`src/rtl/dot_prod_seq_pkg.sv`:
```
// Shared types and constants for the dot-product sequencer and its MAC.
package dot_prod_seq_pkg;

    localparam int ADDR_W = 4;           // operand RAM address width
    localparam int DATA_W = 8;           // signed operand width, matches the MAC input
    localparam int ACC_W  = 26;          // MAC accumulator width
    localparam int LEN_W  = ADDR_W + 1;  // wide enough to hold 2**ADDR_W

    localparam logic [LEN_W-1:0] MAX_LEN = LEN_W'(1 << ADDR_W);

    typedef enum logic [2:0] {
        IDLE,
        ISSUE,
        DRAIN,
        CAPT,
        DONE
    } state_t;

    // Requested lengths beyond the RAM depth are limited to the RAM depth.
    function automatic logic [LEN_W-1:0] clamp_len(input logic [LEN_W-1:0] len);
        return (len > MAX_LEN) ? MAX_LEN : len;
    endfunction

endpackage

```
`src/rtl/dot_prod_seq_if.sv`:
```
// Control handshake between a requester and the dot-product sequencer.
interface dot_prod_seq_if;
    import dot_prod_seq_pkg::*;

    logic                    start;
    logic [LEN_W-1:0]        len;
    logic                    busy;
    logic                    done;
    logic signed [ACC_W-1:0] result;

    // Requester side.
    modport master (
        output start, len,
        input  busy, done, result
    );

    // Sequencer side.
    modport slave (
        input  start, len,
        output busy, done, result
    );

endinterface

```
`src/rtl/dot_prod_seq.sv`:
```
// Sequencer that streams len operand pairs from a synchronous RAM into a
// signed MAC, waits for the MAC pipeline to drain and captures the result.
module dot_prod_seq
    import dot_prod_seq_pkg::*;
(
    input  logic                     clk,
    input  logic                     rst_n,
    dot_prod_seq_if.slave            ctl,
    output logic                     ram_rd_en_o,
    output logic [ADDR_W-1:0]        ram_addr_o,
    input  logic signed [DATA_W-1:0] ram_a_i,
    input  logic signed [DATA_W-1:0] ram_b_i,
    output logic signed [DATA_W-1:0] mac_in1_o,
    output logic signed [DATA_W-1:0] mac_in2_o,
    output logic                     mac_clr_o,
    input  logic signed [ACC_W-1:0]  mac_acc_i
);

    state_t                  state_q;
    logic [LEN_W-1:0]        len_q;
    logic [ADDR_W-1:0]       addr_q;
    logic                    drain_q;
    logic                    rd_en_q;
    logic                    clr_q;
    logic                    busy_q;
    logic                    done_q;
    logic signed [ACC_W-1:0] result_q;
    logic                    vld1_q;
    logic signed [DATA_W-1:0] in1_q;
    logic signed [DATA_W-1:0] in2_q;

    logic [LEN_W-1:0]        len_eff_d;
    logic                    last_addr_d;

    assign len_eff_d   = clamp_len(ctl.len);
    assign last_addr_d = ({1'b0, addr_q} == (len_q - LEN_W'(1)));

    // Control FSM: every output is a register updated alongside the state.
    // NOTE: sequential state uses non-blocking assignments so all registers
    // update together at the edge, independent of statement order.
    always_ff @(posedge clk or negedge rst_n) begin
        if (!rst_n) begin
            state_q  <= IDLE;
            len_q    <= '0;
            addr_q   <= '0;
            drain_q  <= 1'b0;
            rd_en_q  <= 1'b0;
            clr_q    <= 1'b0;
            busy_q   <= 1'b0;
            done_q   <= 1'b0;
            result_q <= '0;
        end else begin
            case (state_q)
                IDLE: begin
                    if (ctl.start) begin
                        if (len_eff_d == '0) begin
                            // Empty vector: report a zero result straight away.
                            result_q <= '0;
                            done_q   <= 1'b1;
                            state_q  <= DONE;
                        end else begin
                            len_q   <= len_eff_d;
                            addr_q  <= '0;
                            rd_en_q <= 1'b1;
                            clr_q   <= 1'b1;
                            busy_q  <= 1'b1;
                            state_q <= ISSUE;
                        end
                    end
                end
                ISSUE: begin
                    // The MAC is cleared only while the first address is out.
                    clr_q <= 1'b0;
                    if (last_addr_d) begin
                        rd_en_q <= 1'b0;
                        addr_q  <= '0;
                        drain_q <= 1'b0;
                        state_q <= DRAIN;
                    end else begin
                        addr_q <= addr_q + ADDR_W'(1);
                    end
                end
                DRAIN: begin
                    // Two cycles: RAM read latency plus the operand register.
                    if (drain_q) begin
                        state_q <= CAPT;
                    end
                    drain_q <= 1'b1;
                end
                CAPT: begin
                    result_q <= mac_acc_i;
                    done_q   <= 1'b1;
                    busy_q   <= 1'b0;
                    state_q  <= DONE;
                end
                DONE: begin
                    done_q  <= 1'b0;
                    state_q <= IDLE;
                end
                default: begin
                    state_q <= IDLE;
                end
            endcase
        end
    end

    // Operand pipeline: forward RAM data one cycle after a read, zeros
    // otherwise so the MAC accumulator holds its value between reads.
    always_ff @(posedge clk or negedge rst_n) begin
        if (!rst_n) begin
            vld1_q <= 1'b0;
            in1_q  <= '0;
            in2_q  <= '0;
        end else begin
            vld1_q <= rd_en_q;
            in1_q  <= vld1_q ? ram_a_i : '0;
            in2_q  <= vld1_q ? ram_b_i : '0;
        end
    end

    assign ram_rd_en_o = rd_en_q;
    assign ram_addr_o  = addr_q;
    assign mac_clr_o   = clr_q;
    assign mac_in1_o   = in1_q;
    assign mac_in2_o   = in2_q;
    assign ctl.busy    = busy_q;
    assign ctl.done    = done_q;
    assign ctl.result  = result_q;

endmodule

```
`src/flat_wrapper.sv`:
```
// flat-port wrapper written by rule: the top's interface ports become plain ports
module dot_prod_seq_flat import dot_prod_seq_pkg::*;
  (clk, rst_n, ram_rd_en_o, ram_addr_o, ram_a_i, ram_b_i, mac_in1_o, mac_in2_o, mac_clr_o, mac_acc_i, ctl_start, ctl_len, ctl_busy, ctl_done, ctl_result);
  dot_prod_seq_if ctl_i ();
  input  logic clk;
  input  logic rst_n;
  output logic ram_rd_en_o;
  output logic [ADDR_W-1:0] ram_addr_o;
  input  logic signed [DATA_W-1:0] ram_a_i;
  input  logic signed [DATA_W-1:0] ram_b_i;
  output logic signed [DATA_W-1:0] mac_in1_o;
  output logic signed [DATA_W-1:0] mac_in2_o;
  output logic mac_clr_o;
  input  logic signed [ACC_W-1:0] mac_acc_i;
  input wire logic [$bits(ctl_i.start)-1:0] ctl_start;
  input wire logic [$bits(ctl_i.len)-1:0] ctl_len;
  output wire logic [$bits(ctl_i.busy)-1:0] ctl_busy;
  output wire logic [$bits(ctl_i.done)-1:0] ctl_done;
  output wire logic [$bits(ctl_i.result)-1:0] ctl_result;
  assign ctl_i.start = ctl_start;
  assign ctl_i.len = ctl_len;
  assign ctl_busy = ctl_i.busy;
  assign ctl_done = ctl_i.done;
  assign ctl_result = ctl_i.result;
  dot_prod_seq u_core (.clk(clk), .rst_n(rst_n), .ctl(ctl_i), .ram_rd_en_o(ram_rd_en_o), .ram_addr_o(ram_addr_o), .ram_a_i(ram_a_i), .ram_b_i(ram_b_i), .mac_in1_o(mac_in1_o), .mac_in2_o(mac_in2_o), .mac_clr_o(mac_clr_o), .mac_acc_i(mac_acc_i));
endmodule
```
`config.mk`:
```
export PLATFORM = sky130hd
export DESIGN_NAME = dot_prod_seq_flat
export DESIGN_NICKNAME = d
export VERILOG_FILES = /design/src/rtl/dot_prod_seq_pkg.sv /design/src/rtl/dot_prod_seq_if.sv /design/src/rtl/dot_prod_seq.sv /design/src/flat_wrapper.sv
export SDC_FILE = /design/constraint.sdc
export NUM_CORES = 1
export LEC_CHECK = 0
export CORE_MARGIN = 10
export CORE_UTILIZATION = 37
export CTS_CLUSTER_DIAMETER = 200
export DETAILED_ROUTE_END_ITERATION = 16
export GPL_ROUTABILITY_DRIVEN = 0
export PLACE_DENSITY = 0.77
export SETUP_SLACK_MARGIN = 0.4
export SYNTH_ARGS = -nofsm -noshare
export SYNTH_HDL_FRONTEND = slang
export SYNTH_SLANG_ARGS = --single-unit
```
`constraint.sdc`:
```
create_clock -name clk -period 2.5 [get_ports clk]
set_input_delay 0.375 -clock clk [delete_from_list [all_inputs] [get_ports clk]]
set_output_delay 0.375 -clock clk [all_outputs]
set_load 0.1 [all_outputs]
```
* Yosys cells after proc, flatten, opt, wreduce, memory -nomap -nowiden
Cells that the tools add are included.
** Word-level totals
- Word-level logic and storage cells :: 65
- Input port bits :: 50
- Output and inout port bits :: 50
- Flip-flop bits (word level) :: 60
** Operators by class
- Reduce and logical (&&, ||, !) cells :: 14
- Add/sub/neg operators :: 2
- Mux-type cells :: 25
- Magnitude comparators :: 1
- Bitwise gates (word level) :: 1
- Equality and inequality tests :: 10
** Operators by type and width (number)
- 26-bit 2-to-1 mux :: 2
- 26-bit one-hot mux with 2 select lines :: 1
- 3-bit AND reduction :: 6
- 8-bit 2-to-1 mux :: 2
- 3-bit 2-to-1 mux :: 4
- 4-bit 2-to-1 mux :: 3
- 3-bit one-hot mux with 4 select lines :: 1
- 1-bit one-hot mux with 2 select lines :: 4
- 4-bit one-hot mux with 2 select lines :: 1
- 3-bit by 2-bit equality test with 1-bit output (second input constant) :: 2
- 2-bit by 1-bit != test with 1-bit output (second input constant) :: 3
- 2-bit nonzero test :: 3
- 4-bit by 5-bit equality test with 1-bit output :: 1
- 5-bit > comparator (second input constant) :: 1
- 5-bit zero test :: 1
- 1-bit 2-to-1 mux :: 5
- 5-bit 2-to-1 mux :: 1
- 5-bit by 1-bit subtractor with 5-bit output (second input constant) :: 1
- 4-bit by 1-bit adder with 4-bit output (second input constant) :: 1
- 2-bit != test (second input constant) :: 2
- 4-bit AND reduction :: 1
- 3-bit by 1-bit equality test with 1-bit output (second input constant) :: 1
- 3-bit equality test (second input constant) :: 1
- 3-bit zero test :: 1
- other kinds (4) :: 4

* Depth between registers and ports, before layout
Gate-level depths: netlist (run 1).
- Word-level depth :: 6
- Depth in mapped cells :: 7
- Depth with buffers taken out :: 7

* Least setup slack after synthesis (run 1)
Ideal clock, no wire load.
- Path type :: register to register
- Start :: reg u_core.addr_q[2], in the netlist u_core.ram_addr_o[2]
- End :: reg u_core.addr_q[0], in the netlist u_core.ram_addr_o[0]
- Clock period less this slack :: 1.942 ns
- Cell stages (with the launch flop) :: 6
- Arrival :: 1.774 ns
- Required time :: 2.332 ns
- Buffers on the path :: 0
- Slack :: 0.558 ns
- Setup time :: 0.168 ns
- Cell sequence :: dfrtp_1 -> nand4b_1 -> a21oi_1 -> o311a_1 -> nand2b_1 -> o21ai_0
** Between the ends
- Cells in the longest elaborated chain, start to end :: 3
** Ends and longest elaborated chain
- from (decl) :: line dot_prod_seq.sv:21 : logic [ADDR_W-1:0] addr_q;
- from (signal assigned) :: line dot_prod_seq.sv:80 : addr_q <= addr_q + ADDR_W'(1);
- 4-bit by 5-bit equality test with 1-bit output :: line dot_prod_seq.sv:36 : assign last_addr_d = ({1'b0, addr_q} == (len_q - LEN_W'(1)));
- 4-bit 2-to-1 mux :: line dot_prod_seq.sv:74 : if (last_addr_d) begin
- 4-bit one-hot mux with 2 select lines :: line dot_prod_seq.sv:53 : case (state_q)
Every way passes these cells.
A chain may end at the register's enable or synchronous reset.

* Final worst setup path (run 1)
- Start :: in ctl_len[1]
- End :: reg u_core.result_q[14], in the netlist u_core.ctl.result[14]
** Between the ends
- Cells in the longest elaborated chain, start to end :: 5
** Ends and longest elaborated chain
- from (decl) :: line flat_wrapper.sv:16 : input wire logic [$bits(ctl_i.len)-1:0] ctl_len;
- 5-bit > comparator :: line dot_prod_seq_pkg.sv:21 : return (len > MAX_LEN) ? MAX_LEN : len;
- 5-bit 2-to-1 mux * :: line dot_prod_seq_pkg.sv:21
- 5-bit zero test * :: line dot_prod_seq.sv:56 : if (len_eff_d == '0) begin
- 2-bit by 1-bit != test with 1-bit output (no line) *
- 3-bit AND reduction (no line) *
- to (signal assigned) :: line dot_prod_seq.sv:91 : result_q <= mac_acc_i;
- to (decl) :: line dot_prod_seq.sv:27 : logic signed [ACC_W-1:0] result_q;
Every way passes the cells marked *; elsewhere a longest branch is shown, timed or not.

==> results of run 1 <==
-- layout make-up --
cell class	count	area (sq um)
inverter	8	30.0
clock inverter	5	36.3
fill	564	2800
clock buffer	11	151
sequential	60	1500
multi-input combinational	109	761
timing repair buffer	104	898
tap	77	96.3
-- flip-flops by register name, summed over array words and instances, names as in the netlist --
| signal | count |
|---|---|
| u_core.vld1_q | 1 |
| u_core.ctl.done | 1 |
| u_core.mac_in2_o | 8 |
| u_core.mac_in1_o | 8 |
| u_core.ram_rd_en_o | 1 |
| u_core.ram_addr_o | 4 |
| u_core.state_q | 3 |
| u_core.ctl.result | 26 |
| u_core.ctl.busy | 1 |
| u_core.mac_clr_o | 1 |
| u_core.drain_q | 1 |
| u_core.len_q | 5 |
-- cell usage in the layout, fill, tap and decap left out --
cell / netlist / routed
buf_4: 0 / 55
a21o_1: 2 / 2
o21ai_1: 4 / 4
a22oi_1: 2 / 2
or4_1: 1 / 1
clkinv_4: 0 / 1
xnor2_1: 3 / 3
and4_1: 1 / 1
o31ai_1: 1 / 1
dfrtp_1: 60 / 60
o311a_1: 1 / 1
clkinv_2: 0 / 1
a22o_2: 8 / 8
a21oi_1: 7 / 7
nor2_2: 1 / 1
clkbuf_8: 0 / 11
and2_1: 16 / 16
nand3b_1: 4 / 4
clkdlybuf4s50_1: 0 / 48
mux2_2: 1 / 1
buf_2: 2 / 1
nand3_1: 2 / 2
or4_4: 1 / 1
nor3_1: 3 / 3
o21ai_0: 4 / 4
or2b_1: 1 / 1
nand2b_1: 4 / 4
a22o_1: 18 / 18
ha_1: 2 / 2
nand4b_1: 1 / 1
nor2_1: 5 / 5
nand2_1: 11 / 11
xor2_1: 3 / 3
a211o_1: 1 / 1
nor3b_2: 1 / 1
clkinvlp_4: 0 / 3
inv_1: 8 / 8
-- worst paths after layout --
path                                                     start                                end  cells past startpoint
worst max-delay path                                ctl_len[1]  u_core.ctl.result[14]$_DFFE_PN0P_                      7
max in group asynchronous                                rst_n       u_core.mac_clr_o$_DFFE_PN0P_                      2
min in group clk                u_core.ram_rd_en_o$_DFFE_PN0P_            u_core.vld1_q$_DFF_PN0_                      0
worst max register to register     u_core.len_q[0]$_DFFE_PN0P_   u_core.ram_addr_o[1]$_DFFE_PN0P_                      7
worst min-delay path                                     rst_n  u_core.ctl.result[15]$_DFFE_PN0P_                      1
worst min register to register  u_core.ram_rd_en_o$_DFFE_PN0P_            u_core.vld1_q$_DFF_PN0_                      0
-- metal layers --
layer,wire length (um),track usage (%)
met5,0,0
met4,92,5.95
met3,419,4.53
met2,3110,20.2
met1,2520,14.2
-- per-stage QoR --
stage | worst slack [ps] | instance area [sq um] | hold slack [ps]
floorplan | 558 | 2360 | 79.4
global placement | 270 | 3290 | 398
detailed placement | 246 | 3290 | 409
CTS | 605 | 3470 | 138
global route | 504 | 3470 | 180
finish | 598 | 3470 | 111
-- kinds of logic (layout without fill, tap and decap cells) --
kind of cell	Yosys count	count (layout)
adder cells (fa/ha/maj)	2	2
AND/OR/NAND/NOR	52	52
flip-flops	60	60
AO/OA/AOI/OAI	48	48
buffers and inverters	17	128
multiplexers	1	1
XOR/XNOR	6	6
==> flow_metrics.tcl, run 1 <==
set metrics [dict create \
    outcome "complete, no violations" \
    ctsHtreeMaxLevel 3 \
    grt.total_usage_pct 12.4 \
    synth-simple-area-share_pct 12.8 \
    cts_inserted_buffers 9 \
    first_global_vias 1944 \
    rows 29 \
    fmaxAchievable_mhz 526 \
    synth_seq_area_share_pct 63.7 \
    cts-resized-gates 0 \
    grt_pass1_wl_mm 9.94 \
    yosysTopAreaCell "dfrtp_1" \
    max_slew_margin_pct 48.9 \
    drc_errors 0 \
    avgSynthCellArea_sq_um 12.7 \
    postSynthCellCount 186 \
    setup_viol_count_final 0 \
    synthArstFlopShare_pct 100 \
    maxSlewViolCount 0 \
    endpoint_kind "flop" \
    synth.area.mux_share_pct 0.477 \
    cts_tree "yes" \
    clock-root-buffer "clkbuf_8" \
    io_pins 100 \
    core_area_sq_um 6280 \
    critical_path_class "primary input to flop" \
    die_h_um 99.8 \
    crit_arrival_ps 2120 \
    vias 1797 \
    critPathSlowestCell "or4_4" \
    hold_viol 0 \
    ys_top_cells_by_count "dfrtp_1, a22o_1, and2_1" \
    first_pass_iters 4 \
    path_buf_inv 2 \
    synth_top_area_share_pct 63.7 \
    synth_top_family_by_area "compound AO/OA/AOI/OAI gates" \
    syn2layout_area_growth_pct 47.3 \
    rsz0062_at_grt "false" \
    cts_hold_buf 0 \
    fin_cells 374 \
    ant_nets 0 \
    wl_per_cell_um 16.4 \
    synth_fa_ha_area_share_pct 1.06 \
    post-route-min-period_ps 1900 \
    postCtsSetupRepairBufs 0 \
    ys.flop_type "dfrtp_1" \
    clockBufferDepth 2 \
    grt_max_degree 36 \
    reg2reg_slack_ps 680 \
    critPathTopFamily "simple AND/OR/NAND/NOR gates" \
    path_cells "clkdlybuf4s50_1 -> or4_4 -> nor2_2 -> nand3_1 -> a21o_1 -> buf_4 -> a22o_2" \
    drt_iter0_markers 46 \
    synth_edf_count 0 \
    synth_cell_type_count 34 \
    cap_violations 0 \
    final_core_util_pct 55.4 \
    hpwl_mm 4.60 \
    yosysMostFrequentCell "dfrtp_1" \
    drive_gt1_share_pct 28.3 \
    dieArea_sq_um 9970 \
    port_buffers 99 \
    required_ps 2720 \
    start_util_pct 37.6 \
    synth_compound_gate_area_share_pct 15.6 \
    worst_pin_slew_ps 767 \
    clock-sinks 60 \
    crit_path_max_incr_delay_ps 550 \
    die_x_um 99.8 \
    netlist_area_sq_um 2360 \
    postSynthNetCount 238 \
    dp_cells 358 \
    drt_wl_total_mm 6.14 \
    synthXorXnorAreaFrac_pct 2.23 \
    viasPerCell 4.80 \
    finalClockSkew_ps 11.5 \
    clk_pin_slew_worst_paths_ps 80 \
    crit_fanout 28 \
    post-route-period-util_pct 76.1 \
    yosys_warnings 0 \
    nets 344 \
    clkLatencyLatePin_ps 330 \
    hp-class "primary input to async pin" \
    ys_ff_latch 60 \
    antenna_found_initial 0 \
    diodes 0 \
    cp-start-kind "primary input" \
    synth.area.top_cells "dfrtp_1, a22o_1, and2_1" \
    grt_overflow 0 \
    setup-tns-final_ps 0 \
]
Power of run 1 is not shown: default switching activity piles up to over one toggle a cycle in this logic, so the estimate is an artifact.
==> inputs of run 2 (changes only) <==
Clock period 2.5 ns to 1.9 ns, I/O delays scaled along.
==> run 2 against run 1 <==
  * Count of clock-buffer cells in the layout up 1
  * Critical path depth unchanged
  * Non-clock buffer count up 14
  * Worst hold slack better by 100 ps
  * First-iteration DRC count up 17%
  * Clock skew down 4.8 ps
  * Flip-flop and latch count unchanged
  * Cell count up 3.7%
  * Critical endpoint is now u_core.ram_addr_o[0]$_DFFE_PN0P_
  * Via count up 3.7%
==> flow_metrics.tcl, run 2 (synthesis gave the netlist of run 1 again) <==
set metrics [dict create \
    outcome "complete, no violations" \
    critical_path_class "flop to flop" \
    setup-tns-final_ps 0 \
    worst_pin_slew_ps 339 \
    cts_inserted_buffers 9 \
    clockBufferDepth 2 \
    clock-root-buffer "clkbuf_8" \
    syn2layout_area_growth_pct 57.3 \
    die_h_um 99.8 \
    cts_tree "yes" \
    hold_viol 0 \
    first_global_vias 1945 \
    critPathSlowestCell "o311a_4" \
    post-route-period-util_pct 82.4 \
    met1_usage_pct 13.3 \
    ant_nets 0 \
    wl_per_cell_um 15.6 \
    grt_pass1_wl_mm 9.49 \
    maxSlewViolCount 0 \
    start_util_pct 37.6 \
    grt.total_usage_pct 12.0 \
    antenna_found_initial 0 \
    largest_reg_flops 26 \
    setup_viol_count_final 0 \
    drt_wl_total_mm 6.06 \
    hold_slack_ps 215 \
    grt_use_met2_pct 19.1 \
    dieArea_sq_um 9970 \
    diodes 0 \
    top_usage_layer "met2" \
    fmaxAchievable_mhz 639 \
    layout_commonest_cell "buf_4" \
    viasPerCell 4.80 \
    first_pass_iters 4 \
    critPathTopFamily "compound AO/OA/AOI/OAI gates" \
    grt_overflow 0 \
    hp-class "primary input to flop" \
    required_ps 2160 \
    core_area_sq_um 6280 \
    io_pins 100 \
    path_buf_inv 1 \
    grt_max_degree 61 \
    drive_gt1_share_pct 37.6 \
    layout_common_cells "buf_4, dfrtp_1, clkdlybuf4s50_1, a22o_1, and2_1" \
    path_cells "inv_1 -> ha_4 -> nand3b_1 -> a21oi_1 -> o311a_4 -> nand2b_4 -> o21ai_2" \
    post-route-min-period_ps 1570 \
    drc_errors 0 \
    cp-start-kind "flop" \
    final_core_util_pct 59.1 \
    clock-sinks 60 \
    port_buffers 99 \
    cap_violations 0 \
    crit_arrival_ps 1820 \
    ctsHtreeMaxLevel 3 \
    endpoint_kind "flop" \
    vias 1863 \
    nets 358 \
    crit_path_max_incr_delay_ps 390 \
    finalClockSkew_ps 6.74 \
    clkLatencyLatePin_ps 330 \
    crit_fanout 5 \
    rows 29 \
    max_slew_margin_pct 77.4 \
    die_x_um 99.8 \
    clk_pin_slew_worst_paths_ps 60 \
    grt_use_met3_pct 4.95 \
    hpwl_mm 4.40 \
    rsz0062_at_grt "true" \
    drt_iter0_markers 54 \
]
[run 2: worst paths after layout]
kind | cells after the start | start | endpoint | slack [ps]
worst max-delay path | 7 | u_core.len_q[1]$_DFFE_PN0P_ | u_core.ram_addr_o[0]$_DFFE_PN0P_ | 330
worst min-delay path | 3 | ctl_len[3] | u_core.len_q[3]$_DFFE_PN0P_ | 210
worst max register to register | 7 | u_core.len_q[1]$_DFFE_PN0P_ | u_core.ram_addr_o[0]$_DFFE_PN0P_ | 330
worst min register to register | 0 | u_core.ram_rd_en_o$_DFFE_PN0P_ | u_core.vld1_q$_DFF_PN0_ | 410
max in group asynchronous | 3 | rst_n | u_core.ram_addr_o[2]$_DFFE_PN0P_ | 1140
min in group asynchronous | 3 | rst_n | u_core.ctl.result[25]$_DFFE_PN0P_ | 490
[run 2: metrics by stage]
stage          worst slack, ps  cells  cell area, sq um
6_report                   334    388              3710
4_1_cts                    265    385              3640
3_5_place_dp              -236    364              3380
2_1_floorplan              241    186              2380
3_3_place_gp              -202    364              3380
5_1_grt                    271    388              3710
[run 2: layout make-up]
cell class	count	area, sq um
Fill cell	535	2570
Sequential cell	60	1510
Timing Repair Buffer	118	1030
Multi-Input combinational cell	109	835
Clock buffer	12	155
Tap cell	77	96.3
Clock inverter	4	47.5
Inverter	8	30.0
[run 2: timing repair]
item,CTS,global route
endpoints found under the setup margin,43,40
hold buffers,1,0
buffers inserted,3,2
gates cloned,1,1
endpoints found under the hold margin,60,0
gates resized for setup,24,12
pin swaps,9,3
[run 2: worst reg2reg max path: cells and delay by family, from the launching register on]
| family | cells | cell delay (ps) |
|---|---|---|
| AOI/OAI and AO/OA | 3 | 580 |
| adders and majority gates | 1 | 160 |
| and+or+nand+nor | 2 | 290 |
| DFF | 1 | 380 |
| buffers and inverters | 1 | 90 |
[run 2: metal layers]
layer	vias to the layer above	part of all wire, %	wire [um]
met5	-	0	0
met4	0	2.2	136
met3	13	7.3	444
met2	53	50	3040
met1	902	40	2450
li1	895	-	-
Power of run 2 is left out for the same reason.
==> inputs of run 3 (changes only) <==
Clock period 1.9 ns to 1.6 ns, I/O delays scaled along.
==> run 3 against run 2 <==
  * Highest routed layer unchanged
  * Register-to-register slack lost 300 ps
  * Routed wire length grew 25%
  * Utilization grew 15 points
  * Via count grew 7.9%
  * Cell count grew 5.4%
  * Worst setup slack lost 310 ps
  * Sequential share of layout area shrank 8.4 points
  * Worst hold slack lost 76 ps
  * Flip-flop and latch count is the same
  * Non-clock buffer count grew 21
  * Die area is the same
  * Critical path depth grew 1
==> flow_metrics.tcl, run 3 (synthesis gave the netlist of run 1 again) <==
set metrics [dict create \
    outcome "complete, no violations" \
    dieArea_sq_um 9970 \
    placed_cell_area_sq_um 4040 \
    finalClockSkew_ps 5.48 \
    viasPerCell 4.92 \
    regToRegStartpoint "u_core.len_q[1]$_DFFE_PN0P_" \
    maxSlewViolCount 0 \
    hpwl_mm 5.21 \
    max_slew_margin_pct 70.9 \
    grt.total_usage_pct 15.0 \
    clock-sinks 60 \
    drive_gt1_share_pct 44.6 \
    crit_fanout 7 \
    critical_path_class "primary input to flop" \
    syn2layout_area_growth_pct 98.1 \
    nets 379 \
    setup_viol_count_final 0 \
    crit_arrival_ps 1800 \
    ctsHtreeMaxLevel 3 \
    first_global_vias 2167 \
    diodes 0 \
    wl_per_cell_um 18.5 \
    setup_ws_ps 24.6 \
    ant_nets 0 \
    port_buffers 99 \
    start_util_pct 37.6 \
    critPathSlowestCell "or4_4" \
    rows 29 \
    die_h_um 99.8 \
    clk_pin_slew_worst_paths_ps 70 \
    startpoint "ctl_len[4]" \
    core_area_sq_um 6280 \
    stdcell_area_sq_um 4670 \
    io_pins 100 \
    post-route-min-period_ps 1580 \
    path_cells "buf_6 -> or4_4 -> nor2_4 -> nand3_2 -> a21o_4 -> buf_6 -> buf_16 -> a22o_1" \
    endpoint_kind "flop" \
    drt_wl_total_mm 7.55 \
    pre_cts_slack_ps -495 \
    cp_common_cell "buf_6" \
    largest_reg_flops 26 \
    rsz0062_at_grt "true" \
    clkLatencyLatePin_ps 340 \
    worst_pin_slew_ps 437 \
    cap_violations 0 \
    clockBufferDepth 2 \
    grt_max_degree 34 \
    antenna_found_initial 0 \
    drt_iter0_markers 129 \
    layout_common_cells "buf_12, dfrtp_1, clkdlybuf4s50_1, buf_4, a22o_1" \
    setup-tns-final_ps 0 \
    die_x_um 99.8 \
    hold_viol 0 \
    cp-start-kind "primary input" \
    crit_path_max_incr_delay_ps 560 \
    fmaxAchievable_mhz 635 \
    cts_inserted_buffers 9 \
    required_ps 1820 \
    first_pass_iters 4 \
    cts_tree "yes" \
    clock-root-buffer "clkbuf_8" \
    vias 2011 \
    post-route-period-util_pct 98.5 \
    drc_errors 0 \
    hp-class "primary input to flop" \
    min_from "ctl_len[2]" \
    grt_overflow 0 \
    grt_pass1_wl_mm 11.7 \
]
==> run 3: path summary, 6_finish.rpt <==
check | end | slack, ps | cells after the start
setup / recovery | u_core.ctl.result[6]$_DFFE_PN0P_ | 20 | 8
hold / removal | u_core.len_q[2]$_DFFE_PN0P_ | 140 | 3
setup reg to reg | u_core.state_q[1]$_DFFE_PN0P_ | 30 | 7
hold reg to reg | u_core.vld1_q$_DFF_PN0_ | 450 | 0
max in group asynchronous | u_core.len_q[2]$_DFFE_PN0P_ | 710 | 3
min in group asynchronous | u_core.mac_in1_o[6]$_DFF_PN0_ | 360 | 2
==> run 3: layout make-up <==
class	instances	area, sq um
Fill cell	402	1610
Inverter	8	30.0
Timing Repair Buffer	139	1910
Clock buffer	12	165
Clock inverter	4	70.1
Multi-Input combinational cell	109	886
Sequential cell	60	1510
Tap cell	77	96.3
==> run 3: what timing repair did <==
| item | in CTS | in global routing |
|---|---|---|
| cloned | 4 | 0 |
| resized for setup | 41 | 15 |
| endpoints found under the hold margin | 15 | 0 |
| endpoints found under the setup margin | 49 | 74 |
| hold buffers | 1 | 0 |
| pin swaps | 9 | 9 |
| buffers inserted | 8 | 13 |
==> run 3: critical path, delay by kind of cell <==
| kind | cells | cell delay (ps) |
|---|---|---|
| AOI/OAI and AO/OA | 2 | 440 |
| buffers and inverters | 3 | 350 |
| and+or+nand+nor | 3 | 760 |
==> run 3: layer usage <==
| layer | share of wire [%] | GRT usage, % |
|---|---|---|
| met5 | 0 | 0 |
| met4 | 1.4 | 5.62 |
| met3 | 8.4 | 7.62 |
| met2 | 56 | 25.7 |
| met1 | 34 | 15.2 |
==> run 3: through the flow <==
stage | util (%) | hold slack (ps) | std cells
finish | 74.4 | 139 | 409
detailed placement | 64.4 | 195 | 367
global route | 74.4 | 128 | 409
floorplan | - | -55.6 | 186
CTS | 72.0 | 130 | 396
global placement | 64.4 | 190 | 367
Power of run 3 is left out for the same reason.
